`src/rtl/axi_lite_pkg.sv`:
```
// Shared AXI4-Lite definitions: response codes, channel FSM states and
// the byte-enable merge used when committing a write.
package axi_lite_pkg;

   localparam int AXI_DATA_W = 32;
   localparam int AXI_STRB_W = AXI_DATA_W / 8;

   localparam logic [2:0] RESP_OKAY   = 3'd0;
   localparam logic [2:0] RESP_SLVERR = 3'd2;

   typedef enum logic {
      W_IDLE,
      W_RESP
   } w_state_e;

   typedef enum logic {
      R_IDLE,
      R_DATA
   } r_state_e;

   // Replace only the bytes whose strobe bit is set.
   function automatic logic [AXI_DATA_W-1:0] strb_merge(
      input logic [AXI_DATA_W-1:0] old_val,
      input logic [AXI_DATA_W-1:0] data_val,
      input logic [AXI_STRB_W-1:0] strb
   );
      logic [AXI_DATA_W-1:0] res;
      res = old_val;
      for (int i = 0; i < AXI_STRB_W; i++) begin
         if (strb[i]) res[8*i +: 8] = data_val[8*i +: 8];
      end
      return res;
   endfunction

endpackage

```
`src/rtl/axi_lite_reg_slave.sv`:
```
// AXI4-Lite register bank responder.
//
// state  | meaning
// W_IDLE | collecting AW and W (either order); commits when both are present
// W_RESP | write committed, holding bvalid/bresp until bready
// R_IDLE | arready high, waiting for an AR handshake
// R_DATA | holding rvalid/rdata/rresp until rready
//
// Write and read channels run independently. A write commits on the same
// edge as the later of its AW/W handshakes, so a read accepted on that edge
// still sees the old register contents.
import axi_lite_pkg::*;

module axi_lite_reg_slave #(
   parameter int DATA_WIDTH = AXI_DATA_W,
   parameter int ADDR_WIDTH = 8,
   parameter int RESP_WIDTH = 3,
   parameter int NUM_REGS   = 8
) (
   input  logic                    s_axi_aclk,
   input  logic                    s_axi_areset,
   input  logic [ADDR_WIDTH-1:0]   s_axi_awaddr,
   input  logic                    s_axi_awvalid,
   output logic                    s_axi_awready,
   input  logic [DATA_WIDTH-1:0]   s_axi_wdata,
   input  logic [DATA_WIDTH/8:0]   s_axi_wstrb,
   input  logic                    s_axi_wvalid,
   output logic                    s_axi_wready,
   output logic [RESP_WIDTH-1:0]   s_axi_bresp,
   output logic                    s_axi_bvalid,
   input  logic                    s_axi_bready,
   input  logic [ADDR_WIDTH-1:0]   s_axi_araddr,
   input  logic                    s_axi_arvalid,
   output logic                    s_axi_arready,
   output logic [DATA_WIDTH-1:0]   s_axi_rdata,
   output logic [RESP_WIDTH-1:0]   s_axi_rresp,
   output logic                    s_axi_rvalid,
   input  logic                    s_axi_rready
);

   localparam int STRB_W = DATA_WIDTH / 8;
   localparam int IDX_W  = ADDR_WIDTH - 2;
   localparam int SEL_W  = (NUM_REGS > 1) ? $clog2(NUM_REGS) : 1;
   localparam logic [IDX_W-1:0] NUM_REGS_IDX = IDX_W'(NUM_REGS);

   logic [DATA_WIDTH-1:0] regs_q [NUM_REGS];

   w_state_e              wstate_q, wstate_d;
   logic                  aw_held_q, aw_held_d;
   logic                  w_held_q, w_held_d;
   logic [ADDR_WIDTH-1:0] awaddr_q;
   logic [DATA_WIDTH-1:0] wdata_q;
   logic [STRB_W-1:0]     wstrb_q;
   logic [RESP_WIDTH-1:0] bresp_q;
   logic                  aw_fire, w_fire, commit;

   r_state_e              rstate_q, rstate_d;
   logic [DATA_WIDTH-1:0] rdata_q;
   logic [RESP_WIDTH-1:0] rresp_q;
   logic                  ar_fire;

   // A channel handshaking on the commit edge is used directly, not its latch.
   logic [ADDR_WIDTH-1:0] wr_addr;
   logic [DATA_WIDTH-1:0] wr_data;
   logic [STRB_W-1:0]     wr_strb;
   logic [IDX_W-1:0]      wr_idx, rd_idx;
   logic                  wr_in_range, rd_in_range;
   logic [4:0]            unused_bits;

   assign wr_addr     = aw_held_q ? awaddr_q : s_axi_awaddr;
   assign wr_data     = w_held_q  ? wdata_q  : s_axi_wdata;
   assign wr_strb     = w_held_q  ? wstrb_q  : s_axi_wstrb[STRB_W-1:0];
   assign wr_idx      = wr_addr[ADDR_WIDTH-1:2];
   assign rd_idx      = s_axi_araddr[ADDR_WIDTH-1:2];
   assign wr_in_range = wr_idx < NUM_REGS_IDX;
   assign rd_in_range = rd_idx < NUM_REGS_IDX;
   assign unused_bits = {wr_addr[1:0], s_axi_araddr[1:0], s_axi_wstrb[STRB_W]};

   assign s_axi_bresp = bresp_q;
   assign s_axi_rdata = rdata_q;
   assign s_axi_rresp = rresp_q;

   // Write FSM next state, channel readies and commit strobe.
   always_comb begin
      wstate_d      = wstate_q;
      aw_held_d     = aw_held_q;
      w_held_d      = w_held_q;
      s_axi_awready = 1'b0;
      s_axi_wready  = 1'b0;
      s_axi_bvalid  = 1'b0;
      aw_fire       = 1'b0;
      w_fire        = 1'b0;
      commit        = 1'b0;
      case (wstate_q)
         W_IDLE: begin
            s_axi_awready = !s_axi_areset && !aw_held_q;
            s_axi_wready  = !s_axi_areset && !w_held_q;
            aw_fire       = s_axi_awvalid && s_axi_awready;
            w_fire        = s_axi_wvalid && s_axi_wready;
            if (aw_fire) aw_held_d = 1'b1;
            if (w_fire)  w_held_d  = 1'b1;
            if (aw_held_d && w_held_d) begin
               commit   = 1'b1;
               wstate_d = W_RESP;
            end
         end
         W_RESP: begin
            s_axi_bvalid = 1'b1;
            if (s_axi_bready) begin
               aw_held_d = 1'b0;
               w_held_d  = 1'b0;
               wstate_d  = W_IDLE;
            end
         end
         default: wstate_d = W_IDLE;
      endcase
   end

   // Write FSM state, AW/W latches and write response.
   always_ff @(posedge s_axi_aclk) begin
      if (s_axi_areset) begin
         wstate_q  <= W_IDLE;
         aw_held_q <= 1'b0;
         w_held_q  <= 1'b0;
         awaddr_q  <= '0;
         wdata_q   <= '0;
         wstrb_q   <= '0;
         bresp_q   <= '0;
      end else begin
         wstate_q  <= wstate_d;
         aw_held_q <= aw_held_d;
         w_held_q  <= w_held_d;
         if (aw_fire) awaddr_q <= s_axi_awaddr;
         if (w_fire) begin
            wdata_q <= s_axi_wdata;
            wstrb_q <= s_axi_wstrb[STRB_W-1:0];
         end
         if (commit) bresp_q <= wr_in_range ? RESP_WIDTH'(RESP_OKAY) : RESP_WIDTH'(RESP_SLVERR);
      end
   end

   // Register bank; only an in-range commit touches it.
   always_ff @(posedge s_axi_aclk) begin
      if (s_axi_areset) begin
         for (int i = 0; i < NUM_REGS; i++) regs_q[i] <= '0;
      end else if (commit && wr_in_range) begin
         regs_q[wr_idx[SEL_W-1:0]] <= strb_merge(regs_q[wr_idx[SEL_W-1:0]], wr_data, wr_strb);
      end
   end

   // Read FSM next state and handshake signals.
   always_comb begin
      rstate_d      = rstate_q;
      s_axi_arready = 1'b0;
      s_axi_rvalid  = 1'b0;
      ar_fire       = 1'b0;
      case (rstate_q)
         R_IDLE: begin
            s_axi_arready = !s_axi_areset;
            ar_fire       = s_axi_arvalid && s_axi_arready;
            if (ar_fire) rstate_d = R_DATA;
         end
         R_DATA: begin
            s_axi_rvalid = 1'b1;
            if (s_axi_rready) rstate_d = R_IDLE;
         end
         default: rstate_d = R_IDLE;
      endcase
   end

   // Read FSM state and captured read data/response.
   always_ff @(posedge s_axi_aclk) begin
      if (s_axi_areset) begin
         rstate_q <= R_IDLE;
         rdata_q  <= '0;
         rresp_q  <= '0;
      end else begin
         rstate_q <= rstate_d;
         if (ar_fire) begin
            rdata_q <= rd_in_range ? regs_q[rd_idx[SEL_W-1:0]] : '0;
            rresp_q <= rd_in_range ? RESP_WIDTH'(RESP_OKAY) : RESP_WIDTH'(RESP_SLVERR);
         end
      end
   end

endmodule

```
`config.mk`:
```
export PLATFORM = sky130hd
export DESIGN_NAME = axi_lite_reg_slave
export DESIGN_NICKNAME = d
export VERILOG_FILES = /design/src/rtl/axi_lite_pkg.sv /design/src/rtl/axi_lite_reg_slave.sv
export SDC_FILE = /design/constraint.sdc
export NUM_CORES = 1
export LEC_CHECK = 0
export ABC_AREA = 1
export CORE_ASPECT_RATIO = 0.9
export CORE_MARGIN = 4
export CORE_UTILIZATION = 40
export CTS_BUF_LIST = sky130_fd_sc_hd__clkbuf_4
export CTS_CLUSTER_SIZE = 20
export DETAILED_ROUTE_END_ITERATION = 10
export GPL_ROUTABILITY_DRIVEN = 0
export SETUP_SLACK_MARGIN = 0.15
export SYNTH_ARGS = -nofsm -noshare
export SYNTH_HDL_FRONTEND = slang
export SYNTH_SLANG_ARGS = --single-unit
```
`constraint.sdc`:
```
create_clock -name s_axi_aclk -period 2 [get_ports s_axi_aclk]
set_input_delay 0.4 -clock s_axi_aclk [delete_from_list [all_inputs] [get_ports s_axi_aclk]]
set_output_delay 0.4 -clock s_axi_aclk [all_outputs]
set_load 0.02 [all_outputs]
```
==> impl_metrics.yaml <==
worst_setup_path:
  path_class: "reg2out"
  cp.arrival_ns: 1.44
  startpoint_type: "flip-flop"
  critPathMaxFanout: 4
  cp.required_ns: 1.60
  cp-end-kind: "output port"
  crit-reg2reg-launch: "w_held_q"
  reg2reg_depth: 9
  rr_endpoint: "regs_q[2][0]"
  rrSetupSlack_ns: 0.19
logic_synthesis:
  avgSynthCellArea_um2: 8.91
  yosysTopAreaCell: "edfxtp_1"
  netlist.area_leader.share_pct: 48.3
  ys_seq_elements: 336
  synthCells: 1786
  ys_seq_area_share_pct: 58.4
  synthFlopType: "edfxtp_1"
  yosysUniqueCellTypes: 28
  synthArstFlopShare_pct: 0
  yosys_warnings: 0
  synth.most_common_cell: "nand2_1"
  synth_common_cells: "450 x nand2_1, 262 x nor2_1, 256 x edfxtp_1, 241 x inv_1, 237 x nand3_1"
  synth_area_leaders: "edfxtp_1 48%, nand2_1 11%, dfxtp_1 10%, nand3_1 7.5%, nor2_1 6.2%"
  synth_edf_count: 256
  syn_area_mm2: 0.0159
grt:
  grt_max_degree: 94
  groute.usage.overall_pct: 19.3
  grt_pass1_wl_mm: 65.3
  first_global_vias: 12192
  grt_overflow: 0
  antenna_found_initial: 2
drt:
  final_antenna_net_count: 0
  drt_first_iter_violations: 1005
  first_pass_iters: 5
  routed_wl_mm: 41.8
  vias_per_cell: 4.85
  vias: 12719
  drc: 0
  wl_per_cell_um: 15.9
hold_path:
  holdPathEnd: "rstate_q"
  min_path_type: "in2reg"
  holdPathStages: 4
  hold_start: "s_axi_areset"
timing:
  relSlewSlack_pct: 65.9
  grt_setup_unrepaired: "yes"
  fmax_mhz: 543
  fin_tns_setup_ns: 0
  worst_slack_ns: 0.159
  slew_violations: 0
  fin_skew_ns: 0.0444
  holdWs_ns: 0.140
  fin_crit_ns: 1.84
  post-route-period-util_pct: 92.0
  hold_viol: 0
  tightest_slew_ns: 0.512
  setup_violations: 0
cts:
  clock_latency_ns: 0.75
  cts_tree: "built"
  numCtsBuffers: 88
  htreeDepth: 3
  cts-hold-fix-buffers: 0
  clockRootBuffer: "clkbuf_4"
  cts.path.max_buffers: 3
  clkSlewWorstSetupHoldPaths_ns: 0.06
  cts_sinks: 336
layout:
  drive_above_1_share_pct: 20.1
  instances_no_fill: 2622
  area_growth_pct: 24.3
  nNetsFinal: 2072
run_status:
  status: "completed"
place:
  pre_cts_slack_ns: -0.309
  numPortBuffers: 93
  dp_cells: 2448
  dpl.hpwl_mm: 27.8
power_and_ir_drop:
  ir_worst_vdd_v: 0.000385
  power.leakage_nw: 8.67
  powerDensity_mw_per_mm2: 810
floorplanning:
  initial_core_util_pct: 40.4
  dieArea_mm2: 0.0430
  dieWidth_um: 218
  core-area_mm2: 0.0394
  die_y_um: 197
  ios: 103
  rows: 69
flow_run:
  maxCapViolations: 0
-- placed cells by master, fill, tap and decap left out, drive strengths merged --
| cell | instances |
|---|---|
| a21oi | 37 |
| a211oi | 1 |
| inv | 248 |
| clkbuf | 155 |
| diode | 5 |
| nand2 | 450 |
| dfxtp | 80 |
| conb | 4 |
| nor3 | 3 |
| edfxtp | 256 |
| clkdlybuf4s15 | 19 |
| buf | 145 |
| clkdlybuf4s50 | 51 |
| or2 | 1 |
| nand3 | 238 |
| clkinv | 16 |
| nor2 | 271 |
| o21ai | 78 |
| nand4 | 32 |
-- layer usage --
layer  GRT usage (%)  up-vias  routed length [um]
li1                -     6291                   -
met1            26.2     5930               18500
met2            31.1      430               19700
met5               0        -                   0
met3            4.12       68                2820
met4            6.23        0                 770
-- repair_timing --
action,4_1_cts,5_1_grt
setup endpoints to repair,48,453
cloned,0,1
gates resized for setup,126,36
pin swaps,2,7
buffers inserted,2,3
-- state kept, by name (all words and copies together) (netlist names) --
signal and flops:
regs_q 256, wdata_q 32, s_axi_bresp 1, s_axi_rdata 32, awaddr_q 6, aw_held_q 1
s_axi_rresp 1, wstrb_q 4, wstate_q 1, rstate_q 1, w_held_q 1
-- worst max-delay path, stage by stage, from the launching register on --
cell and delay, ns:
dfxtp_4 0.36, nor3_4 0.21, buf_6 0.14
-- through the flow --
step / cell area [um2] / total power, mW / utilization, %
3_5_place_dp: 18500 / 10.1 / 47.0
3_3_place_gp: 18500 / 10.0 / 47.0
2_1_floorplan: 16200 / 9.10 / -
5_1_grt: 19800 / 16.7 / 50.2
6_report: 19800 / 16.0 / 50.2
4_1_cts: 19700 / 16.1 / 50.1
-- area by class of cell --
type	instances	area [um2]
Multi-Input combinational cell	1115	5580
Tap cell	532	666
Clock buffer	145	1090
Inverter	246	930
Fill cell	3731	19600
Antenna cell	5	12.5
Timing Repair Buffer	225	2120
Clock inverter	18	68.8
Sequential cell	336	9300
-- how the worst max path moves through the flow --
| stage | start | endpoint | slack [ns] | cells after the start |
|---|---|---|---|---|
| 2_1_floorplan | s_axi_areset | wdata_q[31] | 0.11 | 6 |
| 3_3_place_gp | s_axi_awvalid | regs_q[7][10] | -0.31 | 8 |
| 3_5_place_dp | s_axi_awvalid | regs_q[5][17] | -0.31 | 8 |
| 4_1_cts | wstate_q | s_axi_wready | 0.06 | 2 |
| 5_1_grt | wstate_q | s_axi_awready | -0.004 | 2 |
| 6_report | w_held_q | s_axi_wready | 0.16 | 2 |
-- logic make-up (layout without fill, tap and decap cells) --
kind of cell	count (synthesis)	count (layout)	share of synthesized area, %
AND/OR/NAND/NOR	995	995	29.1
buffers and inverters	338	634	8.41
flip-flops	336	336	58.4
AO/OA/AOI/OAI	116	116	4.02
other	1	9	0.0236
-- where the power goes --
group          switching [mW]  internal [mW]  leakage [nW]
sequential              0.103           7.74          3.30
combinational            1.38          0.711          4.67
clock                    2.80           3.26         0.706
total                    4.28           11.7          8.67
(Power assumes the default switching activity.)
